`config.mk`:
```
export PLATFORM = sky130hd
export DESIGN_NAME = mips16_multicycle_core
export DESIGN_NICKNAME = d
export VERILOG_FILES = /design/src/rtl/mips16_multicycle_core.sv
export SDC_FILE = /design/constraint.sdc
export NUM_CORES = 1
export LEC_CHECK = 0
export BUFFER_PORTS_ARGS = -buffer_cell sky130_fd_sc_hd__buf_2
export CAP_MARGIN = 20
export CORE_AREA = 5 5 171 239
export DETAILED_ROUTE_END_ITERATION = 8
export DIE_AREA = 0 0 176 244
export PLACE_DENSITY = 0.73
export SYNTH_ARGS = -nofsm -noshare
export SYNTH_HDL_FRONTEND = slang
export SYNTH_SLANG_ARGS = --single-unit
export TNS_END_PERCENT = 10
```
`constraint.sdc`:
```
create_clock -name clk -period 7.8 [get_ports clk]
set_input_delay 0.39 -clock clk [delete_from_list [all_inputs] [get_ports clk]]
set_output_delay 0.39 -clock clk [all_outputs]
set_load 0.005 [all_outputs]
```
`src/rtl/mips16_multicycle_core.sv`:
```
// ---------------------------------------------------------------------------
// mips16_multicycle_core
//
// Multi-cycle 16-bit MIPS-style core. An FSM steps each instruction through
// FETCH -> DECODE -> EXEC -> MEM -> WB. Instruction and data memories sit
// behind req/ack handshakes, so they may take any number of cycles to respond.
//
// Ports
//   clk, rst                  clock; synchronous active-high reset
//   imem_req/addr/ack/rdata   instruction fetch handshake (addr = pc)
//   dmem_req/we/addr/wdata    data access request (held until dmem_ack)
//   dmem_ack/rdata            data access completion; rdata valid for loads
//   pc                        current program counter (byte address)
//   alu_out                   registered ALU result of the last EXEC
//   retire                    one-cycle pulse per completed instruction
//   halted                    high while in the HALT state
// ---------------------------------------------------------------------------
module mips16_multicycle_core #(
    parameter int DATA_W  = 16,
    parameter int PC_W    = 16,
    parameter int DADDR_W = 6,
    parameter bit R0_ZERO = 1'b0
) (
    input  logic               clk,
    input  logic               rst,
    output logic               imem_req,
    output logic [PC_W-1:0]    imem_addr,
    input  logic               imem_ack,
    input  logic [15:0]        imem_rdata,
    output logic               dmem_req,
    output logic               dmem_we,
    output logic [DADDR_W-1:0] dmem_addr,
    output logic [DATA_W-1:0]  dmem_wdata,
    input  logic               dmem_ack,
    input  logic [DATA_W-1:0]  dmem_rdata,
    output logic [PC_W-1:0]    pc,
    output logic [DATA_W-1:0]  alu_out,
    output logic               retire,
    output logic               halted
);

    localparam logic [3:0] OP_ADD  = 4'h0;
    localparam logic [3:0] OP_SUB  = 4'h1;
    localparam logic [3:0] OP_ADDI = 4'h2;
    localparam logic [3:0] OP_LW   = 4'h3;
    localparam logic [3:0] OP_SW   = 4'h4;
    localparam logic [3:0] OP_J    = 4'h5;
    localparam logic [3:0] OP_XOR  = 4'h6;
    localparam logic [3:0] OP_OR   = 4'h7;
    localparam logic [3:0] OP_BEQ  = 4'h8;
    localparam logic [3:0] OP_AND  = 4'h9;
    localparam logic [3:0] OP_SLT  = 4'hA;
    localparam logic [3:0] OP_HALT = 4'hF;

    typedef enum logic [2:0] {
        S_FETCH,
        S_DECODE,
        S_EXEC,
        S_MEM,
        S_WB,
        S_HALT
    } state_e;

    state_e            state_q, state_d;
    logic [15:0]       ir_q, ir_d;
    logic [PC_W-1:0]   pc_q, pc_d;
    logic [DATA_W-1:0] a_q, a_d;
    logic [DATA_W-1:0] b_q, b_d;
    logic [DATA_W-1:0] alu_q, alu_d;
    logic [DATA_W-1:0] mdr_q, mdr_d;
    logic              retire_q, retire_d;
    logic [DATA_W-1:0] rf_q [16];
    logic [DATA_W-1:0] rf_d [16];

    // ------------------------------------------------------------------
    // Instruction decode (always from the latched IR)
    // ------------------------------------------------------------------
    logic [3:0]        op;
    logic              is_nop, is_lw, is_sw, is_j, is_beq, is_halt, use_imm;
    logic [3:0]        rs_idx, rt_idx, rd_idx;
    logic [DATA_W-1:0] imm_ext;
    logic [PC_W-1:0]   br_off;
    logic [PC_W-1:0]   jmp_target;
    logic [DATA_W-1:0] rs_val, rt_val;
    logic [DATA_W-1:0] alu_b, alu_res;
    logic              rf_we;

    assign op      = ir_q[15:12];
    assign is_nop  = op inside {4'hB, 4'hC, 4'hD, 4'hE};
    assign is_lw   = (op == OP_LW);
    assign is_sw   = (op == OP_SW);
    assign is_j    = (op == OP_J);
    assign is_beq  = (op == OP_BEQ);
    assign is_halt = (op == OP_HALT);
    assign use_imm = (op == OP_ADDI) || is_lw || is_sw;

    // BEQ compares [11:8] with [7:4]; SW stores the register in [11:8].
    assign rs_idx = is_beq ? ir_q[11:8] : ir_q[7:4];
    assign rt_idx = is_sw  ? ir_q[11:8] : (is_beq ? ir_q[7:4] : ir_q[3:0]);
    assign rd_idx = ir_q[11:8];

    assign imm_ext    = {{(DATA_W-4){ir_q[3]}}, ir_q[3:0]};
    // Branch offset counts instructions, so it is scaled to bytes here.
    assign br_off     = {{(PC_W-5){ir_q[3]}}, ir_q[3:0], 1'b0};
    assign jmp_target = PC_W'(ir_q[11:0]);

    assign rs_val = (R0_ZERO && rs_idx == 4'd0) ? '0 : rf_q[rs_idx];
    assign rt_val = (R0_ZERO && rt_idx == 4'd0) ? '0 : rf_q[rt_idx];

    // ------------------------------------------------------------------
    // ALU
    // ------------------------------------------------------------------
    always_comb begin
        // NOTE: every variable assigned in a combinational block gets a
        // default first, so no path leaves it unassigned and no latch is inferred.
        alu_b   = use_imm ? imm_ext : b_q;
        alu_res = a_q + alu_b;
        case (op)
            OP_SUB, OP_BEQ: alu_res = a_q - alu_b;
            OP_XOR:         alu_res = a_q ^ alu_b;
            OP_OR:          alu_res = a_q | alu_b;
            OP_AND:         alu_res = a_q & alu_b;
            OP_SLT:         alu_res = ($signed(a_q) < $signed(alu_b)) ? DATA_W'(1) : '0;
            default:        alu_res = a_q + alu_b;
        endcase
    end

    // ------------------------------------------------------------------
    // FSM: state register
    // ------------------------------------------------------------------
    always_ff @(posedge clk) begin
        // NOTE: sequential state uses non-blocking assignments so every flop
        // samples the pre-edge values, independent of statement order.
        if (rst) state_q <= S_FETCH;
        else     state_q <= state_d;
    end

    // ------------------------------------------------------------------
    // FSM: next-state logic
    // ------------------------------------------------------------------
    always_comb begin
        state_d = state_q;
        case (state_q)
            S_FETCH:  if (imem_ack) state_d = S_DECODE;
            S_DECODE: begin
                if (is_nop)       state_d = S_FETCH;
                else if (is_halt) state_d = S_HALT;
                else              state_d = S_EXEC;
            end
            S_EXEC: begin
                if (is_lw || is_sw)     state_d = S_MEM;
                else if (is_j || is_beq) state_d = S_FETCH;
                else                     state_d = S_WB;
            end
            S_MEM: begin
                if (dmem_ack) state_d = is_sw ? S_FETCH : S_WB;
            end
            S_WB:     state_d = S_FETCH;
            S_HALT:   state_d = S_HALT;
            default:  state_d = S_FETCH;
        endcase
    end

    // ------------------------------------------------------------------
    // FSM: outputs. Requests are masked during reset so a pending
    // handshake is dropped in the reset cycle itself.
    // ------------------------------------------------------------------
    always_comb begin
        imem_req = 1'b0;
        dmem_req = 1'b0;
        dmem_we  = 1'b0;
        halted   = 1'b0;
        if (!rst) begin
            case (state_q)
                S_FETCH: imem_req = 1'b1;
                S_MEM: begin
                    dmem_req = 1'b1;
                    dmem_we  = is_sw;
                end
                S_HALT:  halted = 1'b1;
                default: ;
            endcase
        end
    end

    assign imem_addr  = pc_q;
    assign dmem_addr  = alu_q[DADDR_W-1:0];
    assign dmem_wdata = b_q;
    assign pc         = pc_q;
    assign alu_out    = alu_q;
    assign retire     = retire_q;

    // ------------------------------------------------------------------
    // Datapath next-state
    // ------------------------------------------------------------------
    always_comb begin
        ir_d     = ir_q;
        pc_d     = pc_q;
        a_d      = a_q;
        b_d      = b_q;
        alu_d    = alu_q;
        mdr_d    = mdr_q;
        retire_d = 1'b0;
        case (state_q)
            S_FETCH: begin
                if (imem_ack) begin
                    ir_d = imem_rdata;
                    pc_d = pc_q + PC_W'(2);
                end
            end
            S_DECODE: begin
                a_d      = rs_val;
                b_d      = rt_val;
                retire_d = is_nop;
            end
            S_EXEC: begin
                alu_d = alu_res;
                if (is_j) begin
                    pc_d     = jmp_target;
                    retire_d = 1'b1;
                end else if (is_beq) begin
                    // pc already points past the BEQ, so the offset is
                    // relative to the following instruction.
                    if (a_q == b_q) pc_d = pc_q + br_off;
                    retire_d = 1'b1;
                end
            end
            S_MEM: begin
                if (dmem_ack) begin
                    if (is_lw) mdr_d = dmem_rdata;
                    else       retire_d = 1'b1;
                end
            end
            S_WB:    retire_d = 1'b1;
            default: ;
        endcase
    end

    // Register file write port, active only in WB.
    assign rf_we = (state_q == S_WB) && !(R0_ZERO && rd_idx == 4'd0);

    always_comb begin
        rf_d = rf_q;
        if (rf_we) rf_d[rd_idx] = is_lw ? mdr_q : alu_q;
    end

    // ------------------------------------------------------------------
    // Datapath registers
    // ------------------------------------------------------------------
    always_ff @(posedge clk) begin
        if (rst) begin
            ir_q     <= '0;
            pc_q     <= '0;
            a_q      <= '0;
            b_q      <= '0;
            alu_q    <= '0;
            mdr_q    <= '0;
            retire_q <= 1'b0;
        end else begin
            ir_q     <= ir_d;
            pc_q     <= pc_d;
            a_q      <= a_d;
            b_q      <= b_d;
            alu_q    <= alu_d;
            mdr_q    <= mdr_d;
            retire_q <= retire_d;
        end
    end

    always_ff @(posedge clk) begin
        if (rst) begin
            // NOTE: the register file is built from flops rather than a RAM
            // macro, because r1..r5 must come out of reset holding 1..5.
            for (int i = 0; i < 16; i++) begin
                rf_q[i] <= (i >= 1 && i <= 5) ? DATA_W'(i) : '0;
            end
        end else begin
            rf_q <= rf_d;
        end
    end

endmodule

```
Word-level counts from Yosys, hierarchy flattened
Index checks and enable logic that the tools add are counted. Widths: inputs -> output; s select.

Muxes and demuxes: 42. Bitwise gates (word level): 6. Eq/ne operators: 25. $add $sub $neg: 4. Reduce and logical (&&, ||, !) cells: 13. Magnitude comparators: 5.

Operator list (number): $bwmux 256 (1); $mux 16 (11); $bmux 16 s4 (2); $pmux 16 s5 (1); $demux 16 s4 (1); $add 16x16->16 (2); $eq 4x4->1 const B (8); $pmux 16 s2 (1); $mux 3 (7); $add 16x2->16 const B (1); $and 16x16->16 (1); $eq 16x16->1 (1); $eq 4x3->1 const B (4); $lt 16x16->1 (1); $or 16x16->16 (1); $sub 16x16->16 (1); $xor 16x16->16 (1); $ge 5x5->1 const B (3); $not 4->5 (3); $pmux 3 s5 (1); $mux 1 (13); $mux 4 (3); $eq 4x2->1 const B (2); $eq 3x2->1 const B (2); other kinds (16) (23).

Output and inout bits: 75. Register bits: 356.

Depth between registers and ports, before layout
Word-level depth: 7. Depth in mapped cells: 19.

Least setup slack after synthesis
OpenSTA, ideal clock, no wires.

Kind: reg-to-reg. Start: register ir_q[12]. End: register alu_q[15] (netlist: alu_out[15]). Clock period less this slack: 3.730 ns. Data required time: 7.674 ns. Path buffers: 4. Setup slack: 4.070 ns. Stages on the path, launching flop included: 19. Arrival: 3.603 ns. Path through: dfxtp_1 buf_6 nor2_1 nand2_1 a21o_1 clkbuf_1 or2_2 clkbuf_1 nand2_1 inv_1 ha_1 clkbuf_1 nor2b_1 nor4_1 a2111oi_0 a221o_1 a41o_1 a311oi_1 a21oi_1.

Word-level cells in the longest chain between the ends: 6. Elaborated cells on any way between the ends: 19. Classes of those cells: add/sub: 2; eq/ne: 9; mux: 2; bitwise: 3; reduce/logical: 3.

Ends and longest elaborated chain: start: declaration (line 65) `logic [15:0] ir_q, ir_d;`; start signal: assignment (line 260) `ir_q <= ir_d;`; $eq 4x2->1, on equally long branches (line 95, 90); $logic_or 1x1->1 (2 in series) (line 95) `assign use_imm = (op == OP_ADDI) || is_lw || is_sw;`; $mux 16 (line 116) `alu_b = use_imm ? imm_ext : b_q;`; $add 16x16->16 (tied with other cells) (line 124) `default: alu_res = a_q + alu_b;`; $pmux 16 s5 * (line 118) `case (op)`; end signal: assignment (line 264) `alu_q <= alu_d;`; end: declaration (line 69) `logic [DATA_W-1:0] alu_q, alu_d;`.

Mark *: on every way between the ends. The rest lies on a longest branch, timed or not. A chain may end at the register's enable or synchronous reset.

Final worst setup path
Start: register ir_q[14]. End: register alu_q[14] (netlist: alu_out[14]).

Same word-level chain as after synthesis.

==> flow_summary.json <==
{
  "cap_violations": 0,
  "firstDrtPassIters": 6,
  "grt_overflow": 0,
  "cts_tree": "done",
  "wl_mm": 65.32,
  "cts_resized": 0,
  "synth_nets": 2567,
  "critPathTopFamily": "compound AO/OA/AOI/OAI gates",
  "synthArstFlopShare_pct": 0,
  "htree_levels": 2,
  "wl_per_cell_um": 22.25,
  "yosysTopAreaCell": "dfxtp_1",
  "grt_usage_pct": 29.11,
  "start_kind": "flip-flop",
  "drc": 0,
  "synth_ff_type": "dfxtp_1",
  "synth_edf_count": 0,
  "synth-seq-area-share_pct": 34.12,
  "clk_pin_slew_ps": 70,
  "relSlewSlack_pct": 18.89,
  "min_period_over_period_pct": 64.27,
  "finalHoldViolations": 0,
  "antenna_found_initial": 0,
  "cts_made_buffers": 36,
  "num_rows": 85,
  "grt_max_degree": 129,
  "synth.most_common_cell": "nor2_1",
  "syn_inst": 2465,
  "cp_max_fo": 23,
  "first_global_vias": 18140,
  "clock-root-buffer": "clkbuf_16",
  "viasPerCell": 6.511,
  "cpPeakStageDelay_ps": 790,
  "yosysUniqueCellTypes": 75,
  "initial_core_util_pct": 54.56,
  "skew_ps": 16.21,
  "power_density_nw_per_um2": 232.2,
  "die_y_um": 244,
  "port-buffer-count": 110,
  "drive_above_1_share_pct": 16.20,
  "cts_sinks": 356,
  "crit_type": "flip-flop to flip-flop",
  "antenna_left": 0,
  "nets": 2533,
  "finalSetupViolCount": 0,
  "arrival_ps": 5420,
  "hpwl_mm": 41.33,
  "timing.fmax_mhz": 199.5,
  "required_ps": 8210,
  "cp_cell_sequence": "nand2b_1 > a21o_1 > mux2_2 > ha_1 > fa_1 > a21o_1 > a21oi_1 > o21ai_0 > a41oi_1 > o21ai_0 > xnor2_1 > a221oi_1 > nor3_1",
  "cts_hold_buf": 0,
  "clock_latency_ps": 540,
  "n_antenna_cell": 0,
  "path_buf_inv": 0,
  "synth_top_cells_by_count": "nor2_1 (401), dfxtp_1 (356), a211oi_1 (265), nand2_1 (243), clkbuf_1 (170)",
  "synthToLayoutAreaGrowth_pct": 8.722,
  "p_leak_nw": 8.524,
  "die-area_um2": 42940,
  "drv_slew": 0,
  "syn_avg_cell_area_um2": 8.474,
  "postCtsSetupRepairBufs": 0,
  "synth_area_um2": 20890,
  "end_kind": "flip-flop",
  "p_total_mw": 5.273,
  "status": "completed",
  "gp_congestion": 0.9263,
  "finalCriticalPeriod_ps": 5013,
  "tightest_slew_ps": 1217,
  "synth_area_leaders": "dfxtp_1 (34%), a211oi_1 (9.5%), nor2_1 (7.2%)",
  "grt_pass1_wl_mm": 100.4,
  "synth_top_area_share_pct": 34.12,
  "die_w_um": 176,
  "slowest_stage": "dfxtp_1",
  "num_vias": 19110,
  "clk_path_buf_depth": 3,
  "rsz0062_at_grt": "false",
  "synth.yosys.warnings": 0,
  "tns_ps": 0,
  "io_pins": 111,
  "drt_iter0_drc": 1938,
  "peakVddDrop_v": 0.0001218,
  "synth_seq_cells": 356,
  "min_path_type": "input port to flip-flop",
  "core-area_um2": 38290
}
-- registers in the layout, indices dropped and copies added (netlist names) --
name / count
state_q: 3
ir_q: 16
a_q: 16
retire: 1
rf_q: 256
mdr_q: 16
imem_addr: 16
dmem_wdata: 16
alu_out: 16
-- worst min-delay path, delay by kind of cell --
family / cells / cell delay [ps]
simple gates: 1 / 40
compound gates: 1 / 50
buf+inv: 1 / 100
-- power by group --
group	switching [mW]	internal [mW]
registers	0.134	1.88
clock network	0.757	1.01
logic	0.960	0.524
-- logic make-up after synthesis --
logic type               synth area share, %
adder cells (fa/ha/maj)                4.061
multiplexers                           15.29
XOR/XNOR                               1.426
AND/OR/NAND/NOR                        16.07
flip-flops                             34.12
AO/OA/AOI/OAI                          22.70
buffers and inverters                  6.338
-- metrics by stage --
step / setup slack [ps] / cell area [um2] / instances / utilization [%] / hold WS [ps]
2_1_floorplan: 4070 / 20890 / 2465 / - / 436.0
3_3_place_gp: 2994 / 21500 / 2869 / 56.15 / 441.5
3_5_place_dp: 2916 / 21510 / 2870 / 56.18 / 450.1
4_1_cts: 2878 / 22700 / 2934 / 59.29 / 71.71
5_1_grt: 2510 / 22710 / 2935 / 59.31 / 83.92
6_report: 2787 / 22710 / 2935 / 59.31 / 81.86
-- routing by layer --
layer	global-route usage (%)	up-vias	routed length (um)	part of all wire (%)
met3	4.480	248	4668	7.1
met4	15.35	0	3678	5.6
met5	0	-	0	0
met2	48.66	851	30940	47
li1	-	8860	-	-
met1	36.23	9151	26020	40
-- layout make-up --
class,count,area (um2)
tap,478,598.1
sequential,356,7127
multi-input combinational,1816,12580
fill,3373,15580
timing repair buffer,167,1005
inverter,54,202.7
clock buffer,47,1002
clock inverter,17,191.4
-- placed cells by master (no fill, tap or decap), types with 36 or more instances in the layout --
cell,count
a21oi_1,147
inv_1,54
a211oi_1,265
o21ai_0,81
buf_4,55
mux4_2,64
nand2_1,243
nor3_1,37
clkbuf_16,36
ha_1,63
mux2i_1,85
dfxtp_1,356
mux2_2,43
buf_2,109
nor2_1,389
-- worst paths after layout --
kind	endpoint	cells after the start	start	slack (ps)
setup / recovery	alu_out[14]	13	ir_q[14]	2790
setup reg to reg	alu_out[14]	13	ir_q[14]	2790
hold reg to reg	mdr_q[7]	2	mdr_q[7]	460
hold / removal	ir_q[2]	3	imem_rdata[2]	80
(Power assumes the default switching activity.)
